**src/rtl/riscv_register_file_sb.sv**
```systemverilog
// -----------------------------------------------------------------------------
// riscv_register_file_sb
//
// RISC-V integer register file with NUM_READ_PORTS combinational read ports,
// one write (writeback) port, optional write-to-read bypass and a per-register
// busy scoreboard used to track destinations of multi-cycle operations.
//
// Parameters
//   XLEN            register width in bits
//   NUM_REGS        architectural register count, 16 (RV32E) or 32 (RV32I/RV64I)
//   NUM_READ_PORTS  number of read ports, 1..4
//   BYPASS          1: a committing write is forwarded to same-cycle reads
//
// Ports
//   clock            rising-edge clock
//   reset_n          asynchronous active-low reset (clears array and scoreboard)
//   rs_addr          read addresses, port p at [5p+4:5p]
//   rs_data          read data, port p at [XLEN*p +: XLEN]
//   rs_busy          per read port: addressed register has a pending write
//   rd_addr          writeback destination
//   rd_enable_write  writeback strobe
//   rd_data          writeback data
//   rsv_valid        reservation request for rsv_addr
//   rsv_addr         register to reserve
//   rsv_ready        reservation accepted this cycle
//   busy_vector      scoreboard state, bit r = register r busy
//
// Reservation handshake (rsv_valid / rsv_ready):
//   A reservation takes effect on the rising edge where rsv_valid and
//   rsv_ready are both 1. rsv_ready is a pure function of rsv_addr, the
//   scoreboard and the writeback port; it never depends on rsv_valid. A
//   requester that sees rsv_ready=0 holds rsv_valid and rsv_addr steady
//   until rsv_ready=1. Reserving x0 is always accepted and changes nothing;
//   reserving an address >= NUM_REGS is always refused.
// -----------------------------------------------------------------------------
module riscv_register_file_sb #(
  parameter int XLEN           = 32,
  parameter int NUM_REGS       = 32,
  parameter int NUM_READ_PORTS = 2,
  parameter int BYPASS         = 1
) (
  input  logic                           clock,
  input  logic                           reset_n,
  input  logic [5*NUM_READ_PORTS-1:0]    rs_addr,
  output logic [XLEN*NUM_READ_PORTS-1:0] rs_data,
  output logic [NUM_READ_PORTS-1:0]      rs_busy,
  input  logic [4:0]                     rd_addr,
  input  logic                           rd_enable_write,
  input  logic [XLEN-1:0]                rd_data,
  input  logic                           rsv_valid,
  input  logic [4:0]                     rsv_addr,
  output logic                           rsv_ready,
  output logic [NUM_REGS-1:0]            busy_vector
);

  // Index width into the physical array. Only legal addresses are ever used
  // to index, so the low IDXW bits fully identify the register.
  localparam int IDXW = $clog2(NUM_REGS);

  typedef logic [IDXW-1:0] idx_t;

  // Legality uses all five address bits: with NUM_REGS=16 an address such as
  // x20 must not alias onto x4, so the upper bit is compared, never dropped.
  function automatic logic f_legal(input logic [4:0] a);
    return ({1'b0, a} < 6'(NUM_REGS));
  endfunction

  // ---------------------------------------------------------------------------
  // State
  // ---------------------------------------------------------------------------
  logic [XLEN-1:0]     r_regs [NUM_REGS];
  logic [NUM_REGS-1:0] r_busy;

  // ---------------------------------------------------------------------------
  // Writeback decode
  // ---------------------------------------------------------------------------
  logic w_commit;
  idx_t w_wr_idx;

  assign w_wr_idx = rd_addr[IDXW-1:0];

  // Gated by reset_n so that nothing is forwarded and no release is seen
  // while reset is held; the array is being cleared at that time.
  assign w_commit = reset_n & rd_enable_write & f_legal(rd_addr) &
                    (rd_addr != 5'd0);

  // ---------------------------------------------------------------------------
  // Scoreboard
  // ---------------------------------------------------------------------------
  logic                w_rsv_legal;
  idx_t                w_rsv_idx;
  logic [NUM_REGS-1:0] w_clr;
  logic [NUM_REGS-1:0] w_set;
  logic [NUM_REGS-1:0] w_busy_next;

  assign w_rsv_legal = f_legal(rsv_addr);
  assign w_rsv_idx   = rsv_addr[IDXW-1:0];

  // A busy register being released this same cycle may be re-reserved: the
  // older writer retires on this edge, so the new reservation has no WAW
  // hazard against it.
  assign rsv_ready = w_rsv_legal &
                     ((rsv_addr == 5'd0) | ~r_busy[w_rsv_idx] | w_clr[w_rsv_idx]);

  always_comb begin
    w_clr = '0;
    w_set = '0;
    if (w_commit) begin
      w_clr[w_wr_idx] = 1'b1;
    end
    // x0 is accepted but never marked busy, so bit 0 stays 0 forever.
    if (rsv_valid && rsv_ready && (rsv_addr != 5'd0)) begin
      w_set[w_rsv_idx] = 1'b1;
    end
  end

  // Release first, then reserve: a simultaneous release and re-reserve of
  // the same register leaves it busy.
  assign w_busy_next = (r_busy & ~w_clr) | w_set;

  assign busy_vector = r_busy;

  // ---------------------------------------------------------------------------
  // Sequential update of array and scoreboard
  // ---------------------------------------------------------------------------
  always_ff @(posedge clock or negedge reset_n) begin
    if (!reset_n) begin
      for (int r = 0; r < NUM_REGS; r++) begin
        r_regs[r] <= '0;
      end
      r_busy <= '0;
    end else begin
      if (w_commit) begin
        r_regs[w_wr_idx] <= rd_data;
      end
      r_busy <= w_busy_next;
    end
  end

  // ---------------------------------------------------------------------------
  // Read ports: combinational, zero latency.
  // x0 and illegal addresses read 0 and are never busy. With bypass enabled a
  // register being written this cycle returns the incoming data and reports
  // not busy, since the pending value is exactly what is being written now.
  // ---------------------------------------------------------------------------
  for (genvar gp = 0; gp < NUM_READ_PORTS; gp++) begin : g_read
    logic [4:0] w_ra;
    idx_t       w_ri;
    logic       w_ok;
    logic       w_hit;

    assign w_ra  = rs_addr[5*gp +: 5];
    assign w_ri  = w_ra[IDXW-1:0];
    assign w_ok  = f_legal(w_ra) & (w_ra != 5'd0);
    assign w_hit = (BYPASS != 0) & w_commit & (w_ra == rd_addr);

    assign rs_data[XLEN*gp +: XLEN] = !w_ok ? '0 :
                                      (w_hit ? rd_data : r_regs[w_ri]);
    assign rs_busy[gp] = w_ok & ~w_hit & r_busy[w_ri];
  end

endmodule
```
**config.mk**
```make
export PLATFORM = sky130hd
export DESIGN_NAME = riscv_register_file_sb
export DESIGN_NICKNAME = d
export VERILOG_FILES = /design/src/rtl/riscv_register_file_sb.sv
export SDC_FILE = /design/constraint.sdc
export NUM_CORES = 2
export LEC_CHECK = 0
export BUFFER_PORTS_ARGS = -buffer_cell sky130_fd_sc_hd__buf_2
export CAP_MARGIN = 20
export CORE_UTILIZATION = 50
export CTS_BUF_LIST = sky130_fd_sc_hd__clkbuf_4
export DETAILED_ROUTE_END_ITERATION = 7
export MAX_ROUTING_LAYER = met4
export PLACE_DENSITY_LB_ADDON = 0.05
export SLEW_MARGIN = 10
export SYNTH_ARGS = -nofsm -noshare
export SYNTH_HDL_FRONTEND = slang
export SYNTH_SLANG_ARGS = --single-unit
```
**constraint.sdc**
```tcl
create_clock -name clock -period 5.9 [get_ports clock]
set_clock_uncertainty 0.1 [all_clocks]
set_input_delay 0.295 -clock clock [delete_from_list [all_inputs] [get_ports clock]]
set_output_delay 0.295 -clock clock [all_outputs]
set_load 0.005 [all_outputs]
```
## Yosys cells after proc, flatten, opt, wreduce, memory -nomap -nowiden

Cells that the tools add are included.

- Output and inout port bits: 99
- Flip-flop bits (word level): 1056
- Logic and storage cells: 101
- Input port bits: 56

- Bitwise operators: 19
- Reduce and logical (&&, ||, !) cells: 10
- Order comparisons: 10
- Muxes and demuxes: 27
- Equal/unequal tests: 2

Operator list:

| operator | count |
|---|---|
| bitwise mux 1024 bit | 1 |
| 2-to-1 mux 32 bit | 11 |
| binary-select mux 32 bit (select 5 bit) | 2 |
| demux 32 bit (select 5 bit) | 1 |
| AND 32 bit | 1 |
| inverter 32 bit | 1 |
| OR 32 bit | 1 |
| < comparator 5 x 6 -> 1 bit (second input constant) | 4 |
| binary-select mux 1 bit (select 5 bit) | 4 |
| nonzero test 5 bit | 4 |
| >= comparator 6 bit (second input constant) | 3 |
| inverter 5 -> 6 bit | 3 |
| demux 1 bit (select 5 bit) | 2 |
| == test 5 bit | 2 |
| >= comparator 5 x 1 -> 1 bit (second input constant) | 2 |
| AND 1 bit | 8 |
| < comparator 6 x 1 -> 1 bit (second input constant) | 1 |
| 2-to-1 mux 1 bit | 6 |
| logical AND 1 bit | 5 |
| logical NOT 5 bit | 1 |
| inverter 1 bit | 3 |
| OR 1 bit | 2 |

## Logic depth before layout (Yosys ltp)

- Word-level depth: 12
- Depth in mapped cells: 9
- Gate-level depth less buffers: 6

## Worst setup path after synthesis

No wires, ideal clock.

- Path type: input-to-output
- Start: in rs_addr[6]
- End: out rs_data[55]
- Arrival time: 2.037 ns
- Path slack: 3.468 ns
- Buffers on the path: 4
- Stages: 8
- Data required time: 5.505 ns
- Cells stage by stage: buf_2 > buf_2 > buf_2 > buf_1 > mux4_2 > a22oi_1 > nand4_1 > o21a_1

- Cells in the longest elaborated chain, start to end: 6
- Elaborated cells on any way between the ends: 9
- Those cells by class: eq/ne: 1; mux: 5; bitwise: 2; reduce/logical: 1

RTL lines:

| element | RTL line | source |
|---|---|---|
| start: declaration | 44 | `input logic [5*NUM_READ_PORTS-1:0] rs_addr,` |
| inverter 5 -> 6 bit (implied by the code) | 158 | `(w_hit ? rd_data : r_regs[w_ri]);` |
| binary-select mux 32 bit (select 5 bit) | 158 |  |
| 2-to-1 mux 32 bit (implied by the code) (2 in a row) | 158 |  |
| 2-to-1 mux 32 bit | 158 |  |
| 2-to-1 mux 32 bit * | 157 | `assign rs_data[XLEN*gp +: XLEN] = !w_ok ? '0 :` |
| end: declaration | 45 | `output logic [XLEN*NUM_READ_PORTS-1:0] rs_data,` |

Mark *: on every way between the ends. The rest lies on a longest branch, timed or not. The select of a mux whose other input is x is not followed.

## Worst setup path in the final report

- Start: in reset_n
- End: out rs_data[43]

- Cells in the longest elaborated chain, start to end: 5

RTL lines:

| element | RTL line | source |
|---|---|---|
| start: declaration | 43 | `input logic reset_n,` |
| AND 1 bit (2 in a row) | 84 | `assign w_commit = reset_n & rd_enable_write & f_legal(rd_addr) &` |
| AND 1 bit | 155 | `assign w_hit = (BYPASS != 0) & w_commit & (w_ra == rd_addr);` |
| 2-to-1 mux 32 bit | 158 |  |
| 2-to-1 mux 32 bit | 157 |  |

Every way passes these cells.

==> results by group <==
Synth
  • Proportion of register bits with asynchronous set or reset after synthesis: 100%
  • Cell count after synthesis: ~4.1k
  • Synthesized area per cell: between 10 and 15 um^2
  • Seq cells post-synth: roughly 1.1k
  • Post-synthesis cell type count: 58
  • Most used DFF post-synth: sky130_fd_sc_hd__dfrtp_1
  • Total standard cell area after synthesis: 56600 um^2
  • Total nets after synthesis: between 4k and 5k
  • Synthesis Warnings: 0
  • Portion of the post-synthesis area used by sequential elements: a little under half
  • Number of flops mapped to enable cells by yosys: 0

Route
  • Detailed-routing iteration count for the pre-antenna-repair pass: 6
  • Vias per cell: roughly 6.7
  • Final wirelength: 197 mm
  • Number of nets with antenna violations after detailed routing: 0
  • Routed wire length per instance: between 30 and 40 um
  • Vias: ~40k
  • DR iter-0 viols: slightly above 4k
  • DRC: 0

Clock network
  • Clock Path Buffers: 4
  • Depth of the CTS H-tree: 5
  • Clock tree sinks: between 1k and 1.5k
  • Clock tree from TritonCTS: built
  • Clock Latency Late Sink: between 1000 and 1500 ps
  • Clock slew seen by the registers of the worst setup and hold paths: approximately 70 ps
  • Number of resized instances in the post-cts repair step: 0
  • Number of CTS-inserted buffers: about 320
  • Root Driver: sky130_fd_sc_hd__clkbuf_4

Placed design
  • DP Wirelength: approximately 110 mm
  • Number of placed instances with taps included: between 5k and 6k
  • Final estimated routing congestion in global placement: 0.843
  • Number of buffers added on ports: about 150

Timing
  • Peak Freq: 206 MHz
  • Worst rel slew slack: 18.2%
  • Setup violation total in the final timing report: 0
  • Worst slew pin tran: about 1200 ps
  • Unrepaired setup endpoints after global routing: false
  • Final Critical Period: slightly below 5000 ps
  • Number of failing hold endpoints at the final stage: 0
  • Number of slew-limit violations in the final report: 0
  • Post-route setup TNS: 0 ps
  • Period utilisation layout: slightly above 80%

Final layout
  • Fraction of layout cells with a size suffix above 1: between 40% and 50%
  • Cell Count, Final, Fillers Out: 5972
  • Fill cell total of the finished layout: around 9.5k
  • Layout overhead on the synthesized area: 11.5%
  • Final layout net count: 4345

Die
  • Cell Rows: 123
  • Total Die Area: ~110000 um^2
  • I/O pin count: around 160
  • Die span in y: 338 um
  • Core Footprint: around 110000 um^2
  • Starting density of the core: between 50% and 60%
  • Horizontal die dimension: between 300 and 400 um

Global routing
  • Maximum number of pins on one net before global-route repair: about 160
  • Grt ovf: 0
  • Via count of the first global-routing pass: between 40k and 50k
  • First-pass GRT wire length: 287 mm
  • Number of antenna violations at the first check in global routing: 6
  • Global Route Usage Sum: between 30 and 40%

Setup path
  • Most used cell, CP: sky130_fd_sc_hd__dlygate4sd3_1
  • Endpoint kind of the worst setup timing path: output pin
  • Slowest stage cell on the critical path: sky130_fd_sc_hd__nand3_4
  • Crit path arrival time: ~4500 ps
  • Register-to-Register Setup Slack: 2190 ps
  • Crit Reg-Reg Startpoint: busy_vector[25]$_DFF_PN0_
  • Largest driver fanout on the critical path: 39
  • Stage delay of the slowest cell on the critical path: approximately 700 ps
  • R2r endpoint: busy_vector[29]$_DFF_PN0_
  • Cells along the critical path: dlygate4sd3_1, dlygate4sd3_1, buf_8, and2_1, o31ai_1, nor4_1, nand3_4, buf_4, a31oi_1, buf_2
  • Endpoint required time on the critical path: 5510 ps
  • Critical setup path kind: input port to output pin
  • Critical Path Source Type: input port
  • Count of buffer and inverter cells on the critical path: 5
  • Worst reg2reg path depth: 7
  • Cell type group with the largest total delay on the critical path: buffers and inverters

Run
  • Number of max-capacitance violations reported: 0

Power and ir drop
  • Power Dens Cells: 304 nW/um^2
  • Leakage power figure: between 20 and 30 nW
  • IR Drop Worst-Case VDD: 0.194 mV
  • Total chip power: between 15 and 20 mW

Min path
  • Worst hold path startpoint: rd_data[30]
  • Number of instances on the worst hold path: 3
  • Hold/Removal Path Class: input port to register
  • Worst Hold End: r_regs[190]$_DFFE_PN0P_

Status
  • Status: finished clean
-- per-layer routing --
metal	wire length [um]	up-vias	global-route usage, %
met5	0	-	-
li1	-	16300	-
met3	14400	441	6.83
met2	93300	1789	54.1
met1	81800	21300	46.9
met4	7760	0	14.3
-- cell usage after synthesis (3+ instances only) --
cell | instances | share of area (%)
sky130_fd_sc_hd__mux2i_1 | 326 | 5.8
sky130_fd_sc_hd__dfrtp_1 | 1055 | 47
sky130_fd_sc_hd__nand3_1 | 45 | 0.40
sky130_fd_sc_hd__a22oi_1 | 183 | 2.4
sky130_fd_sc_hd__nor4_1 | 32 | 0.35
sky130_fd_sc_hd__clkbuf_1 | 296 | 2.0
sky130_fd_sc_hd__o22ai_1 | 3 | 0.033
sky130_fd_sc_hd__nand2b_1 | 4 | 0.044
sky130_fd_sc_hd__a221oi_1 | 31 | 0.48
sky130_fd_sc_hd__xor2_1 | 6 | 0.093
sky130_fd_sc_hd__a21oi_1 | 65 | 0.57
sky130_fd_sc_hd__nor2b_1 | 42 | 0.46
sky130_fd_sc_hd__or2_2 | 3 | 0.033
sky130_fd_sc_hd__nor3b_1 | 9 | 0.12
sky130_fd_sc_hd__o211ai_1 | 33 | 0.44
sky130_fd_sc_hd__buf_2 | 119 | 1.1
sky130_fd_sc_hd__nand4_1 | 25 | 0.28
sky130_fd_sc_hd__mux2_2 | 986 | 20
sky130_fd_sc_hd__a22o_1 | 71 | 1.1
sky130_fd_sc_hd__a31oi_1 | 33 | 0.36
sky130_fd_sc_hd__nor3_1 | 3 | 0.027
sky130_fd_sc_hd__o21a_1 | 24 | 0.32
sky130_fd_sc_hd__mux4_2 | 343 | 14
sky130_fd_sc_hd__buf_1 | 50 | 0.33
sky130_fd_sc_hd__a311oi_1 | 6 | 0.093
sky130_fd_sc_hd__a211oi_1 | 33 | 0.44
sky130_fd_sc_hd__o21ai_0 | 15 | 0.13
sky130_fd_sc_hd__nand2_1 | 71 | 0.47
sky130_fd_sc_hd__nor2_1 | 103 | 0.68
sky130_fd_sc_hd__nand3b_1 | 3 | 0.040
sky130_fd_sc_hd__or3_1 | 3 | 0.033
sky130_fd_sc_hd__buf_4 | 3 | 0.040
sky130_fd_sc_hd__and3_1 | 3 | 0.033
sky130_fd_sc_hd__a41oi_1 | 31 | 0.48
sky130_fd_sc_hd__xnor2_1 | 8 | 0.12
sky130_fd_sc_hd__and2_1 | 5 | 0.055
sky130_fd_sc_hd__inv_1 | 26 | 0.17
-- what timing repair did --
item,in CTS,in global routing
hold endpoints to repair,1446,0
buffers inserted,0,0
hold buffers,60,0
-- placed cells by master (no fill, tap or decap), drive strengths merged, types with 59 or more instances in the layout --
master	count
mux4	345
a21oi	66
clkbuf	442
buf	257
mux2	986
a22oi	183
a22o	71
dfrtp	1055
mux2i	326
dlygate4sd3	59
nor2	103
nand2	71
-- tightest hold or removal path, cell delays in order --
cell and delay, ps:
sky130_fd_sc_hd__dlygate4sd3_1 550, sky130_fd_sc_hd__buf_2 260, sky130_fd_sc_hd__mux2_2 310
-- cells by family (layout without fill, tap and decap cells) --
logic type	Yosys count	count (layout)	share of synthesized area (%)
multiplexers	1657	1657	39.1
other	0	8	0
XOR/XNOR	14	14	0.217
AND/OR/NAND/NOR	363	363	3.26
flip-flops	1055	1055	46.7
AO/OA/AOI/OAI	539	539	7.15
buffers and inverters	496	836	3.59
-- report_power, final --
part	switching [mW]	internal [mW]
registers	0.787	8.21
logic	1.57	1.87
clock network	3.15	3.57
-- metrics by stage --
stage / util [%] / instance area (um^2) / hold slack [ps] / setup slack, ps
after floorplan: - / 56600 / -101 / 3470
after global placement: 52.3 / 58800 / 103 / 1900
after detailed placement: 52.4 / 58900 / 102 / 1920
after CTS: 56.2 / 63100 / 26.5 / 1150
after global routing: 56.2 / 63100 / 122 / 972
final: 56.2 / 63100 / 134 / 1050
-- worst max path at each step --
stage               depth (start not counted)  startpoint          end
floorplan                                   8  rs_addr[6]  rs_data[55]
global placement                            7  rs_addr[3]   rs_data[8]
detailed placement                          7  rs_addr[3]   rs_data[8]
CTS                                        10     reset_n  rs_data[43]
global route                               10     reset_n  rs_data[43]
finish                                     10     reset_n  rs_data[43]
-- flip-flops by register name, summed over array words and instances, names as in the netlist --
signal and count:
r_regs 1023, busy_vector 32
-- layout make-up --
cell class                      count  area (um^2)  share of cell area [%]
Antenna cell                        8         20.0                  0.0317
Clock buffer                      442         3320                    5.26
Clock inverter                     51          298                   0.472
Inverter                           27          101                   0.161
Multi-Input combinational cell   2573        28500                    45.2
Sequential cell                  1055        26400                    41.8
Tap cell                         1500         1880                    2.97
Timing Repair Buffer              316         2570                    4.08
(Power assumes the default switching activity.)
